[src/rtl/seq_pkg.sv]
// Shared types for the instruction sequencer: opcodes, ALU control codes and FSM states.
// The retired-instruction counter is enabled by defining SEQ_RETIRE_CNT_EN (see instr_sequencer.sv).
package seq_pkg;

    typedef enum logic [3:0] {
        OP_ADD  = 4'b0000,
        OP_SUB  = 4'b0001,
        OP_AND  = 4'b0010,
        OP_ORR  = 4'b0011,
        OP_LSL  = 4'b0100,
        OP_CMP  = 4'b0101,
        OP_SET  = 4'b0110,
        OP_LDR  = 4'b0111,
        OP_STR  = 4'b1000,
        OP_B    = 4'b1001,
        OP_BEQ  = 4'b1010,
        OP_BGE  = 4'b1011,
        OP_NOP0 = 4'b1100,
        OP_NOP1 = 4'b1101,
        OP_NOP2 = 4'b1110,
        OP_HALT = 4'b1111
    } opcode_e;

    localparam logic [2:0] ALU_ADD   = 3'b000;
    localparam logic [2:0] ALU_SUB   = 3'b001;
    localparam logic [2:0] ALU_AND   = 3'b010;
    localparam logic [2:0] ALU_ORR   = 3'b011;
    localparam logic [2:0] ALU_LSL   = 3'b100;
    localparam logic [2:0] ALU_PASSB = 3'b101;

    localparam logic [1:0] RES_ALU = 2'b00;
    localparam logic [1:0] RES_MEM = 2'b01;

    typedef enum logic [2:0] {
        ST_FETCH,
        ST_DECODE,
        ST_EXEC,
        ST_MEM,
        ST_WB,
        ST_HALT
    } state_e;

    // CMP subtracts to produce flags; loads, stores and branches use the adder.
    function automatic logic [2:0] alu_ctrl(input opcode_e op);
        logic [2:0] ctrl;
        case (op)
            OP_SUB, OP_CMP: ctrl = ALU_SUB;
            OP_AND:         ctrl = ALU_AND;
            OP_ORR:         ctrl = ALU_ORR;
            OP_LSL:         ctrl = ALU_LSL;
            OP_SET:         ctrl = ALU_PASSB;
            default:        ctrl = ALU_ADD;
        endcase
        return ctrl;
    endfunction

    function automatic logic is_nop(input opcode_e op);
        return (op == OP_NOP0) || (op == OP_NOP1) || (op == OP_NOP2);
    endfunction

endpackage

[src/rtl/instr_sequencer_if.sv]
// Instruction/ALU/memory handshake bundle between the sequencer (slave) and its datapath (master).
interface instr_sequencer_if;

    logic        instr_valid;
    logic [3:0]  opcode;
    logic        imm;
    logic        alu_zero;
    logic        alu_neg;
    logic        mem_ready;

    logic        irWrite;
    logic        pcWrite;
    logic        pcSrc;
    logic        regWrite;
    logic        memRead;
    logic        memWrite;
    logic        aluSrc;
    logic [1:0]  resultSrc;
    logic [2:0]  aluControl;
    logic        busy;
    logic [15:0] retired;

    modport master (
        output instr_valid, opcode, imm, alu_zero, alu_neg, mem_ready,
        input  irWrite, pcWrite, pcSrc, regWrite, memRead, memWrite, aluSrc,
               resultSrc, aluControl, busy, retired
    );

    modport slave (
        input  instr_valid, opcode, imm, alu_zero, alu_neg, mem_ready,
        output irWrite, pcWrite, pcSrc, regWrite, memRead, memWrite, aluSrc,
               resultSrc, aluControl, busy, retired
    );

endinterface

[src/rtl/cond_unit.sv]
// Z/N flag register loaded by CMP in EXEC, plus combinational branch-taken decision.
module cond_unit
    import seq_pkg::*;
(
    input  logic    clk,
    input  logic    rst,
    input  logic    load,
    input  logic    alu_zero,
    input  logic    alu_neg,
    input  opcode_e op,
    output logic    taken
);

    logic z_q, z_d;
    logic n_q, n_d;

    always_comb begin
        z_d = z_q;
        n_d = n_q;
        if (load) begin
            z_d = alu_zero;
            n_d = alu_neg;
        end
    end

    always_ff @(posedge clk) begin
        if (rst) begin
            z_q <= 1'b0;
            n_q <= 1'b0;
        end else begin
            z_q <= z_d;
            n_q <= n_d;
        end
    end

    always_comb begin
        taken = 1'b0;
        case (op)
            OP_B:    taken = 1'b1;
            OP_BEQ:  taken = z_q;
            OP_BGE:  taken = ~n_q;
            default: taken = 1'b0;
        endcase
    end

endmodule

[src/rtl/instr_sequencer.sv]
// Multi-cycle control FSM (FETCH/DECODE/EXEC/MEM/WB/HALT) for a small load/store CPU.
// Define SEQ_RETIRE_CNT_EN to build the saturating retired-instruction counter.
module instr_sequencer
    import seq_pkg::*;
(
    input  logic              clk,
    input  logic              rst,
    instr_sequencer_if.slave  bus
);

    state_e  state_q, state_d;
    opcode_e op_q, op_d;
    logic    imm_q, imm_d;

    logic       ir_write, pc_write, pc_src, reg_write, mem_read, mem_write, alu_src, busy;
    logic [1:0] result_src;
    logic [2:0] alu_control;
    logic       flag_load;
    logic       br_taken;

    cond_unit u_cond (
        .clk      (clk),
        .rst      (rst),
        .load     (flag_load),
        .alu_zero (bus.alu_zero),
        .alu_neg  (bus.alu_neg),
        .op       (op_q),
        .taken    (br_taken)
    );

    always_ff @(posedge clk) begin
        if (rst) begin
            state_q <= ST_FETCH;
            op_q    <= OP_ADD;
            imm_q   <= 1'b0;
        end else begin
            state_q <= state_d;
            op_q    <= op_d;
            imm_q   <= imm_d;
        end
    end

    always_comb begin
        state_d     = state_q;
        op_d        = op_q;
        imm_d       = imm_q;
        ir_write    = 1'b0;
        pc_write    = 1'b0;
        pc_src      = 1'b0;
        reg_write   = 1'b0;
        mem_read    = 1'b0;
        mem_write   = 1'b0;
        alu_src     = 1'b0;
        busy        = 1'b0;
        result_src  = RES_ALU;
        alu_control = ALU_ADD;
        flag_load   = 1'b0;

        // ALU controls follow the latched opcode for the whole life of the instruction.
        if (state_q inside {ST_DECODE, ST_EXEC, ST_MEM, ST_WB}) begin
            busy        = 1'b1;
            alu_control = alu_ctrl(op_q);
            alu_src     = (op_q == OP_CMP || op_q == OP_SET) ? imm_q : 1'b0;
        end

        case (state_q)
            ST_FETCH: begin
                if (bus.instr_valid) begin
                    ir_write = 1'b1;
                    pc_write = 1'b1;
                    op_d     = opcode_e'(bus.opcode);
                    imm_d    = bus.imm;
                    state_d  = ST_DECODE;
                end
            end
            ST_DECODE: begin
                if (op_q == OP_HALT)    state_d = ST_HALT;
                else if (is_nop(op_q))  state_d = ST_FETCH;
                else                    state_d = ST_EXEC;
            end
            ST_EXEC: begin
                case (op_q)
                    OP_LDR, OP_STR: state_d = ST_MEM;
                    OP_CMP: begin
                        flag_load = 1'b1;
                        state_d   = ST_FETCH;
                    end
                    OP_B, OP_BEQ, OP_BGE: begin
                        pc_write = br_taken;
                        pc_src   = br_taken;
                        state_d  = ST_FETCH;
                    end
                    default: state_d = ST_WB;
                endcase
            end
            ST_MEM: begin
                mem_read  = (op_q == OP_LDR);
                mem_write = (op_q != OP_LDR);
                if (bus.mem_ready) state_d = (op_q == OP_LDR) ? ST_WB : ST_FETCH;
            end
            ST_WB: begin
                reg_write  = 1'b1;
                result_src = (op_q == OP_LDR) ? RES_MEM : RES_ALU;
                state_d    = ST_FETCH;
            end
            ST_HALT: state_d = ST_HALT;
            default: state_d = ST_FETCH;
        endcase
    end

    assign bus.irWrite    = ir_write;
    assign bus.pcWrite    = pc_write;
    assign bus.pcSrc      = pc_src;
    assign bus.regWrite   = reg_write;
    assign bus.memRead    = mem_read;
    assign bus.memWrite   = mem_write;
    assign bus.aluSrc     = alu_src;
    assign bus.resultSrc  = result_src;
    assign bus.aluControl = alu_control;
    assign bus.busy       = busy;

`ifdef SEQ_RETIRE_CNT_EN
    logic [15:0] retired_q, retired_d;
    logic        retire_evt;

    // Only DECODE (NOP), EXEC, MEM and WB can complete an instruction by returning to FETCH.
    always_comb begin
        retire_evt = (state_q inside {ST_DECODE, ST_EXEC, ST_MEM, ST_WB}) && (state_d == ST_FETCH);
        retired_d  = retired_q;
        if (retire_evt && (retired_q != 16'hFFFF)) retired_d = retired_q + 16'd1;
    end

    always_ff @(posedge clk) begin
        if (rst) retired_q <= 16'd0;
        else     retired_q <= retired_d;
    end

    assign bus.retired = retired_q;
`else
    assign bus.retired = 16'd0;
`endif

endmodule

[src/flat_wrapper.sv]
// flat-port wrapper written by rule: the top's interface ports become plain ports
module instr_sequencer_flat import seq_pkg::*;
  (clk, rst, bus_instr_valid, bus_opcode, bus_imm, bus_alu_zero, bus_alu_neg, bus_mem_ready, bus_irWrite, bus_pcWrite, bus_pcSrc, bus_regWrite, bus_memRead, bus_memWrite, bus_aluSrc, bus_resultSrc, bus_aluControl, bus_busy, bus_retired);
  instr_sequencer_if bus_i ();
  input  logic clk;
  input  logic rst;
  input wire logic [$bits(bus_i.instr_valid)-1:0] bus_instr_valid;
  input wire logic [$bits(bus_i.opcode)-1:0] bus_opcode;
  input wire logic [$bits(bus_i.imm)-1:0] bus_imm;
  input wire logic [$bits(bus_i.alu_zero)-1:0] bus_alu_zero;
  input wire logic [$bits(bus_i.alu_neg)-1:0] bus_alu_neg;
  input wire logic [$bits(bus_i.mem_ready)-1:0] bus_mem_ready;
  output wire logic [$bits(bus_i.irWrite)-1:0] bus_irWrite;
  output wire logic [$bits(bus_i.pcWrite)-1:0] bus_pcWrite;
  output wire logic [$bits(bus_i.pcSrc)-1:0] bus_pcSrc;
  output wire logic [$bits(bus_i.regWrite)-1:0] bus_regWrite;
  output wire logic [$bits(bus_i.memRead)-1:0] bus_memRead;
  output wire logic [$bits(bus_i.memWrite)-1:0] bus_memWrite;
  output wire logic [$bits(bus_i.aluSrc)-1:0] bus_aluSrc;
  output wire logic [$bits(bus_i.resultSrc)-1:0] bus_resultSrc;
  output wire logic [$bits(bus_i.aluControl)-1:0] bus_aluControl;
  output wire logic [$bits(bus_i.busy)-1:0] bus_busy;
  output wire logic [$bits(bus_i.retired)-1:0] bus_retired;
  assign bus_i.instr_valid = bus_instr_valid;
  assign bus_i.opcode = bus_opcode;
  assign bus_i.imm = bus_imm;
  assign bus_i.alu_zero = bus_alu_zero;
  assign bus_i.alu_neg = bus_alu_neg;
  assign bus_i.mem_ready = bus_mem_ready;
  assign bus_irWrite = bus_i.irWrite;
  assign bus_pcWrite = bus_i.pcWrite;
  assign bus_pcSrc = bus_i.pcSrc;
  assign bus_regWrite = bus_i.regWrite;
  assign bus_memRead = bus_i.memRead;
  assign bus_memWrite = bus_i.memWrite;
  assign bus_aluSrc = bus_i.aluSrc;
  assign bus_resultSrc = bus_i.resultSrc;
  assign bus_aluControl = bus_i.aluControl;
  assign bus_busy = bus_i.busy;
  assign bus_retired = bus_i.retired;
  instr_sequencer u_core (.clk(clk), .rst(rst), .bus(bus_i));
endmodule
[config.mk]
export PLATFORM = sky130hd
export DESIGN_NAME = instr_sequencer_flat
export DESIGN_NICKNAME = d
export VERILOG_FILES = /design/src/rtl/seq_pkg.sv /design/src/rtl/instr_sequencer_if.sv /design/src/rtl/cond_unit.sv /design/src/rtl/instr_sequencer.sv /design/src/flat_wrapper.sv
export SDC_FILE = /design/constraint.sdc
export NUM_CORES = 1
export LEC_CHECK = 0
export CORE_ASPECT_RATIO = 1.1
export CORE_MARGIN = 2
export CORE_UTILIZATION = 49
export CTS_CLUSTER_SIZE = 24
export DETAILED_ROUTE_END_ITERATION = 8
export DONT_BUFFER_PORTS = 1
export PLACE_DENSITY = 0.61
export RECOVER_POWER = 25
export SYNTH_ARGS = -nofsm -noshare
export SYNTH_HDL_FRONTEND = slang
export SYNTH_HIERARCHICAL = 1
export SYNTH_SLANG_ARGS = --single-unit
[constraint.sdc]
create_clock -name clk -period 4.75 [get_ports clk]
set_input_delay 0.475 -clock clk [delete_from_list [all_inputs] [get_ports clk]]
set_output_delay 0.475 -clock clk [all_outputs]
set_load 0.01 [all_outputs]
==> results of run 1 <==
[Yosys cell counts (3+ instances only)]
| cell | count | area [µm²] |
|---|---|---|
| o21a_1 | 3 | 22.52 |
| nor3b_1 | 3 | 22.52 |
| buf_6 | 5 | 56.30 |
| buf_4 | 17 | 127.6 |
| o21bai_1 | 3 | 22.52 |
| dfxtp_1 | 10 | 200.2 |
| nor2_1 | 12 | 45.04 |
| mux2i_1 | 7 | 70.07 |
[kinds of logic after synthesis]
| group | Yosys count |
|---|---|
| AND/OR/NAND/NOR | 38 |
| buffers and inverters | 24 |
| AO/OA/AOI/OAI | 14 |
| flip-flops | 10 |
| multiplexers | 7 |
| XOR/XNOR | 2 |
| other | 1 |
[report_power, final]
| part | total (mW) | internal, mW | leakage [nW] | switching [mW] |
|---|---|---|---|---|
| Combinational | 0.0532 | 0.0227 | 0.199 | 0.0305 |
| Sequential | 0.106 | 0.0905 | 0.0818 | 0.0151 |
| Clock | 0.0777 | 0.0466 | 0.0210 | 0.0311 |
| Total | 0.237 | 0.160 | 0.302 | 0.0767 |
[state kept, by name, summed over array words and instances, names as in the netlist]
signal / count
u_core/state_q: 3
u_core/imm_q: 1
u_core/u_cond/z_q: 1
u_core/u_cond/n_q: 1
u_core/op_q: 4
[final cells by class]
type | instances | area [µm²]
fillers | 171 | 850.8
multi-input cells | 78 | 505.5
flip-flops and latches | 10 | 200.2
clock buffers | 4 | 36.28
well taps | 17 | 21.27
[path summary, 6_finish.rpt]
path / start / endpoint / slack (ns) / cells past startpoint
worst max-delay path: u_core/state_q[2]$_SDFFE_PP0P_ / bus_pcWrite / 1.60 / 2
worst min-delay path: rst / u_core/state_q[1]$_SDFFE_PP0P_ / 0.26 / 1
worst max register to register: u_core/state_q[2]$_SDFFE_PP0P_ / u_core/op_q[2]$_SDFFE_PP0P_ / 2.22 / 3
worst min register to register: u_core/imm_q$_SDFFE_PP0P_ / u_core/imm_q$_SDFFE_PP0P_ / 0.49 / 2
[placed cells by master (no fill, tap or decap), drive strengths merged]
cell / n
a2111oi: 1
a21bo: 1
a21oi: 2
a311oi: 1
a41oi: 1
and2: 1
and3: 1
and3b: 2
and4b: 2
and4bb: 1
clkbuf: 4
conb: 17
dfxtp: 10
mux2i: 7
nand2: 2
nand2b: 2
nand3b: 2
nand4b: 1
nor2: 12
nor2b: 1
nor3: 2
nor3b: 3
nor4b: 2
nor4bb: 1
o211ai: 1
o21a: 3
o21bai: 3
o32ai: 1
or2: 1
or3: 1
or3b: 1
xnor2: 1
xor2: 1
[layer usage]
layer | routed length (µm) | vias up
met5 | 0 | -
met4 | 28 | 0
met3 | 88 | 3
met2 | 657 | 22
met1 | 656 | 275
li1 | - | 299
[per-stage QoR]
step                setup slack (ns)  hold slack, ns  instances  area, µm²
finish                         1.604          0.2642        109      763.2
detailed placement             2.721          0.4810        105      742.0
floorplan                      2.944          0.4521        112      917.1
global route                   1.442          0.2450        109      763.2
CTS                            2.425          0.2547        109      778.2
global placement               2.751          0.4706        105      742.0
==> flow_summary_export.csv, run 1 <==
group,metric,value,unit
run_status,status,"finished, violations left",
run_status,violations,"max-capacitance violations, max-slew violations",
cts,cts_inserted_buffers,3,
detailed_routing,ant_nets,0,
placement,hpwl,1074,µm
setup_path,crit_arrival,2.67,ns
sta,worst_pin_slew,1.998,ns
sta,min_period_over_period,66.24,%
synth,synth_compound_area_share,12.99,%
global_routing,use_met1,19.55,%
power,finalPower,236.5,µW
cts,clk_latency,0.27,ns
sta,final.min_clock_period,3.146,ns
sta,setup_viol,0,
cts,cts_root_buf,"clkbuf_4",
cts,path_clk_slew,0.07,ns
synth,synth_top_flop_cell,"dfxtp_1",
sta,fin_skew,0.001084,ns
synth,synthMuxAreaShare,8.175,%
synth,synth_area,857.1,µm²
setup_path,crit_family,"simple AND/OR/NAND/NOR gates",
global_routing,grt_busiest_layer,"met2",
setup_path,startpoint_type,"register",
cts,hold_buffers,0,
sta,drv_slew,7,
setup_path,slowest_delay,1.65,ns
floorplan,die_w,43.88,µm
setup_path,required,4.28,ns
power,vdd_ir_drop_max,0.0001582,V
synth,synth_cell_types,39,
floorplan,num_rows,15,
synth,synth_fa_ha_area_share,0,%
sta,fmax,0.3178,GHz
synth,yosys.area_share.simple,30.07,%
sta,relSlewSlack,-35.06,%
floorplan,ios,40,
global_routing,first_global_vias,501,
cts,cts_resized,0,
global_routing,grt_max_degree,14,
detailed_routing,via_per_inst,5.495,
sta,hold_viol,0,
finish,nNetsFinal,104,
synth,syn_avg_cell_area,8.928,µm²
finish,drive_gt1_share,9.783,%
detailed_routing,first_pass_iters,3,
global_routing,grt.met2_usage,22.06,%
global_routing,grt_antenna_before_repair,0,
floorplan,die_y,47.87,µm
floorplan,dieArea,2100,µm²
placement,io_buffers,0,
power,p_leak,0.3020,nW
cts,clock_path_buffers,2,
setup_path,crit_type,"register to primary output",
finish,final_core_util,47.29,%
synth,postSynthCellCount,96,
hold_path,hold_class,"input pin to register",
detailed_routing,vias,599,
finish,diodes,0,
power,power_per_cell_area,309.9,nW/µm²
synth,synth_top_family_by_area,"simple AND/OR/NAND/NOR gates",
synth,synthArstFlopShare,0,%
job,max_cap_viol_count,1,
detailed_routing,drt-initial-drc-count,7,
global_routing,grt_pass1_wl,2221,µm
detailed_routing,drc_errors,0,
detailed_routing,wl,1431,µm
setup_path,critPathMaxFanout,13,
sta,rsz0062_at_grt,"false",
floorplan,start_util,53.10,%
finish,syn_to_final_growth,-10.95,%
cts,cts.sinks,10,
floorplan,coreArea,1614,µm²
synth,synth-edff-count,0,
cts,cts_tree,"yes",
synth,synth_seq_area_share,23.36,%
synth,synthXorXnorAreaFrac,2.044,%
synth,yosys_warnings,6,
cts,htree_num_levels,1,
global_routing,gr-total-overflow,0,
setup_path,worstPathCellList,"nor4b_1 -> o21bai_1",
placement,gp_congestion,0.7506,
setup_path,critPathCaptureType,"primary output",
setup_path,crit_slowest_cell,"nor4b_1",
global_routing,grt_usage,14.74,%
detailed_routing,routedWlPerCell,13.13,µm
synth,synth.ff_latch_count,10,
setup_path,cp.buffers_inverters,0,
sta,fin_setup_tns,0,ns
global_routing,grtUsageMet3,3.019,%
cts,post_cts_buffers,0,
Note: power is estimated with default switching activity, not from simulation.
==> inputs of run 2 (changes only) <==
- ABC_AREA: default -> 1
- clock period: 4.75 -> 2.9 ns (I/O delays scaled with it)
==> flow_summary_export.csv, run 2 <==
group,metric,value,unit
run_status,status,"completed",
finish,regArea,200.2,µm²
detailed_routing,via_per_inst,4.958,
power,p_int,245.6,µW
setup_path,crit_arrival,1.68,ns
cts,path_clk_slew,0.07,ns
power,finalPower,429.0,µW
detailed_routing,wl,1699,µm
detailed_routing,drt-initial-drc-count,25,
setup_path,critPathMaxFanout,10,
synth,synthTopCellsByCount,"20 x inv_1, 19 x nand2_1, 17 x buf_4",
power,seq_power_share,42.7,%
synth,synth.ff_latch_count,10,
finish,multi_input_area,452.9,µm²
cts,clock_path_buffers,2,
cts,cts_resized,0,
synth,synth-edff-count,0,
global_routing,grt_max_degree,11,
synth,syn_avg_cell_area,6.516,µm²
synth,synth_seq_area_share,24.58,%
setup_path,startpoint_type,"register",
setup_path,crit_type,"register to primary output",
floorplan,dieArea,2005,µm²
synth,synth_top_cell_area_share,24.58,%
floorplan,num_rows,15,
cts,htree_num_levels,1,
global_routing,first_global_vias,633,
sta,setup_viol,0,
cts,clk_latency,0.26,ns
finish,largest_reg_flops,4,
power,vdd_ir_drop_max,0.0002831,V
detailed_routing,drc_errors,0,
power,switching_share,42.76,%
sta,rsz0062_at_grt,"false",
global_routing,grt_antenna_before_repair,0,
global_routing,grt_pass1_wl,2711,µm
placement,dp_slack,1.343,ns
cts,cts_inserted_buffers,3,
synth,synth_area_leaders,"dfxtp_1 25%, buf_4 16%, inv_1 9.2%",
finish,fillers,163,
setup_path,rr_worst_depth,7,
finish,diodes,0,
power,p_leak,0.4160,nW
sta,min_period_over_period,67.98,%
power,power.switching,183.5,µW
floorplan,ios,40,
finish,syn_to_final_growth,-3.840,%
setup_path,critPathCaptureType,"primary output",
setup_path,crit_top_cell,"inv_1",
synth,yosysMostFrequentCell,"inv_1",
detailed_routing,vias,714,
finish,final_common_cell,"inv_1",
detailed_routing,routedWlPerCell,11.80,µm
power,clkPwrFrac,22.5,%
synth,synth_area_leader_cell,"dfxtp_1",
floorplan,die_y,46.76,µm
cts,cts.sinks,10,
cts,cts_root_buf,"clkbuf_4",
global_routing,grt_usage,18.57,%
synth,postSynthCellCount,125,
setup_path,r2r_setup_slack,1.52,ns
cts,hold_buffers,0,
finish,reg_top3,"u_core/op_q (4), u_core/state_q (3)",
placement,io_buffers,0,
setup_path,startpoint,"u_core/state_q[2]$_SDFFE_PP0P_",
floorplan,start_util,52.29,%
finish,final_cell_mix,"21 x inv_1, 20 x nand2_1, 17 x conb_1",
setup_path,crit_slowest_cell,"dfxtp_1",
finish,drive_gt1_share,12.60,%
finish,final_core_util,50.28,%
placement,gp_congestion,0.8292,
sta,fin_skew,0.001210,ns
synth,synth_top_flop_cell,"dfxtp_1",
cts,cts_tree,"yes",
setup_path,worstPathCellList,"inv_1 -> nand2_1 -> inv_1 -> nand2_1 -> inv_1 -> or2_1",
job,max_cap_viol_count,0,
power,power_per_cell_area,547.8,nW/µm²
sta,fin_ws,0.9286,ns
hold_path,hold_class,"input pin to register",
sta,hold_viol,0,
finish,largest_register,"u_core/op_q",
detailed_routing,ant_nets,0,
synth,synth_cell_types,24,
setup_path,timing.rr.start,"u_core/op_q[2]$_SDFFE_PP0P_",
synth,synth_area,814.5,µm²
synth,yosys_warnings,6,
finish,nNetsFinal,140,
floorplan,die_w,42.88,µm
setup_path,setup.worst_path.end,"bus_pcWrite",
detailed_routing,first_pass_iters,4,
setup_path,required,2.61,ns
placement,hpwl,1268,µm
power,comb_power_share,34.8,%
setup_path,slowest_delay,0.45,ns
sta,fin_setup_tns,0,ns
synth,synthArstFlopShare,0,%
global_routing,gr-total-overflow,0,
sta,fmax,0.5073,GHz
cts,post_cts_buffers,0,
floorplan,coreArea,1558,µm²
sta,final.min_clock_period,1.971,ns
sta,drv_slew,0,
setup_path,r2r-end,"u_core/u_cond/n_q$_SDFFE_PP0P_",
## run 2: cell count changes after synthesis, sizes merged, moves of 3 or more
cell	previous run	this run
a21oi	2	10
buf	23	17
inv	0	23
mux2i	7	0
nand2	2	22
nand3	0	9
nor2	12	16
o21a	3	0
o21ai	0	8
o21bai	3	0
## run 2: worst min path at each step
stage	from	end	slack [ns]	depth (start not counted)
detailed placement	rst	u_core/state_q[0]$_SDFFE_PP0P_	0.36	1
finish	rst	u_core/state_q[0]$_SDFFE_PP0P_	0.08	1
global placement	rst	u_core/state_q[0]$_SDFFE_PP0P_	0.36	1
global route	rst	u_core/state_q[0]$_SDFFE_PP0P_	0.06	1
floorplan	rst	u_core/state_q[0]$_SDFFE_PP0P_	0.35	1
CTS	rst	u_core/state_q[0]$_SDFFE_PP0P_	0.08	1
## run 2: final cells by class
| class | count | share of cell area (%) |
|---|---|---|
| Clock buffer | 3 | 2.875 |
| Sequential cell | 10 | 25.56 |
| Inverter | 23 | 11.02 |
| Multi-Input combinational cell | 91 | 57.83 |
| Tap cell | 17 | 2.716 |
## run 2: power groups by stage
stage / logic (mW) / clock network, mW / registers [mW]
CTS: 0.152 / 0.0994 / 0.182
detailed placement: 0.150 / 0 / 0.185
global route: 0.169 / 0.105 / 0.186
global placement: 0.151 / 0 / 0.184
finish: 0.149 / 0.0965 / 0.183
floorplan: 0.146 / 0 / 0.179
## run 2: cell families (layout without fill, tap and decap cells)
logic type / count (synthesis) / count (layout) / share of synthesized area [%]
and+or+nand+nor: 54 / 54 / 35.33
AOI/OAI and AO/OA: 20 / 20 / 13.36
other: 1 / 17 / 0.4604
DFF: 10 / 10 / 24.58
buffers and inverters: 40 / 26 / 26.27
## run 2: critical path, delay by kind of cell, from the launching register on
kind	cells	cell delay, ns
AND/OR/NAND/NOR	3	0.63
flip-flops	1	0.45
buffers and inverters	3	0.33
## run 2: layer usage
layer | track usage (%) | up-vias | part of all wire [%]
li1 | - | 363 | -
met1 | 21.78 | 311 | 43
met2 | 30.30 | 34 | 47
met3 | 6.154 | 6 | 8.1
met4 | 10.63 | 0 | 2.1
met5 | 0 | - | 0
## run 2: stage by stage
step                hold WS (ns)  instances  cell area [µm²]
floorplan                 0.3524        141            874.6
global placement          0.3580        141            768.2
detailed placement        0.3556        141            768.2
CTS                      0.07548        144            790.8
global route             0.06248        144            783.3
finish                   0.07933        144            783.3
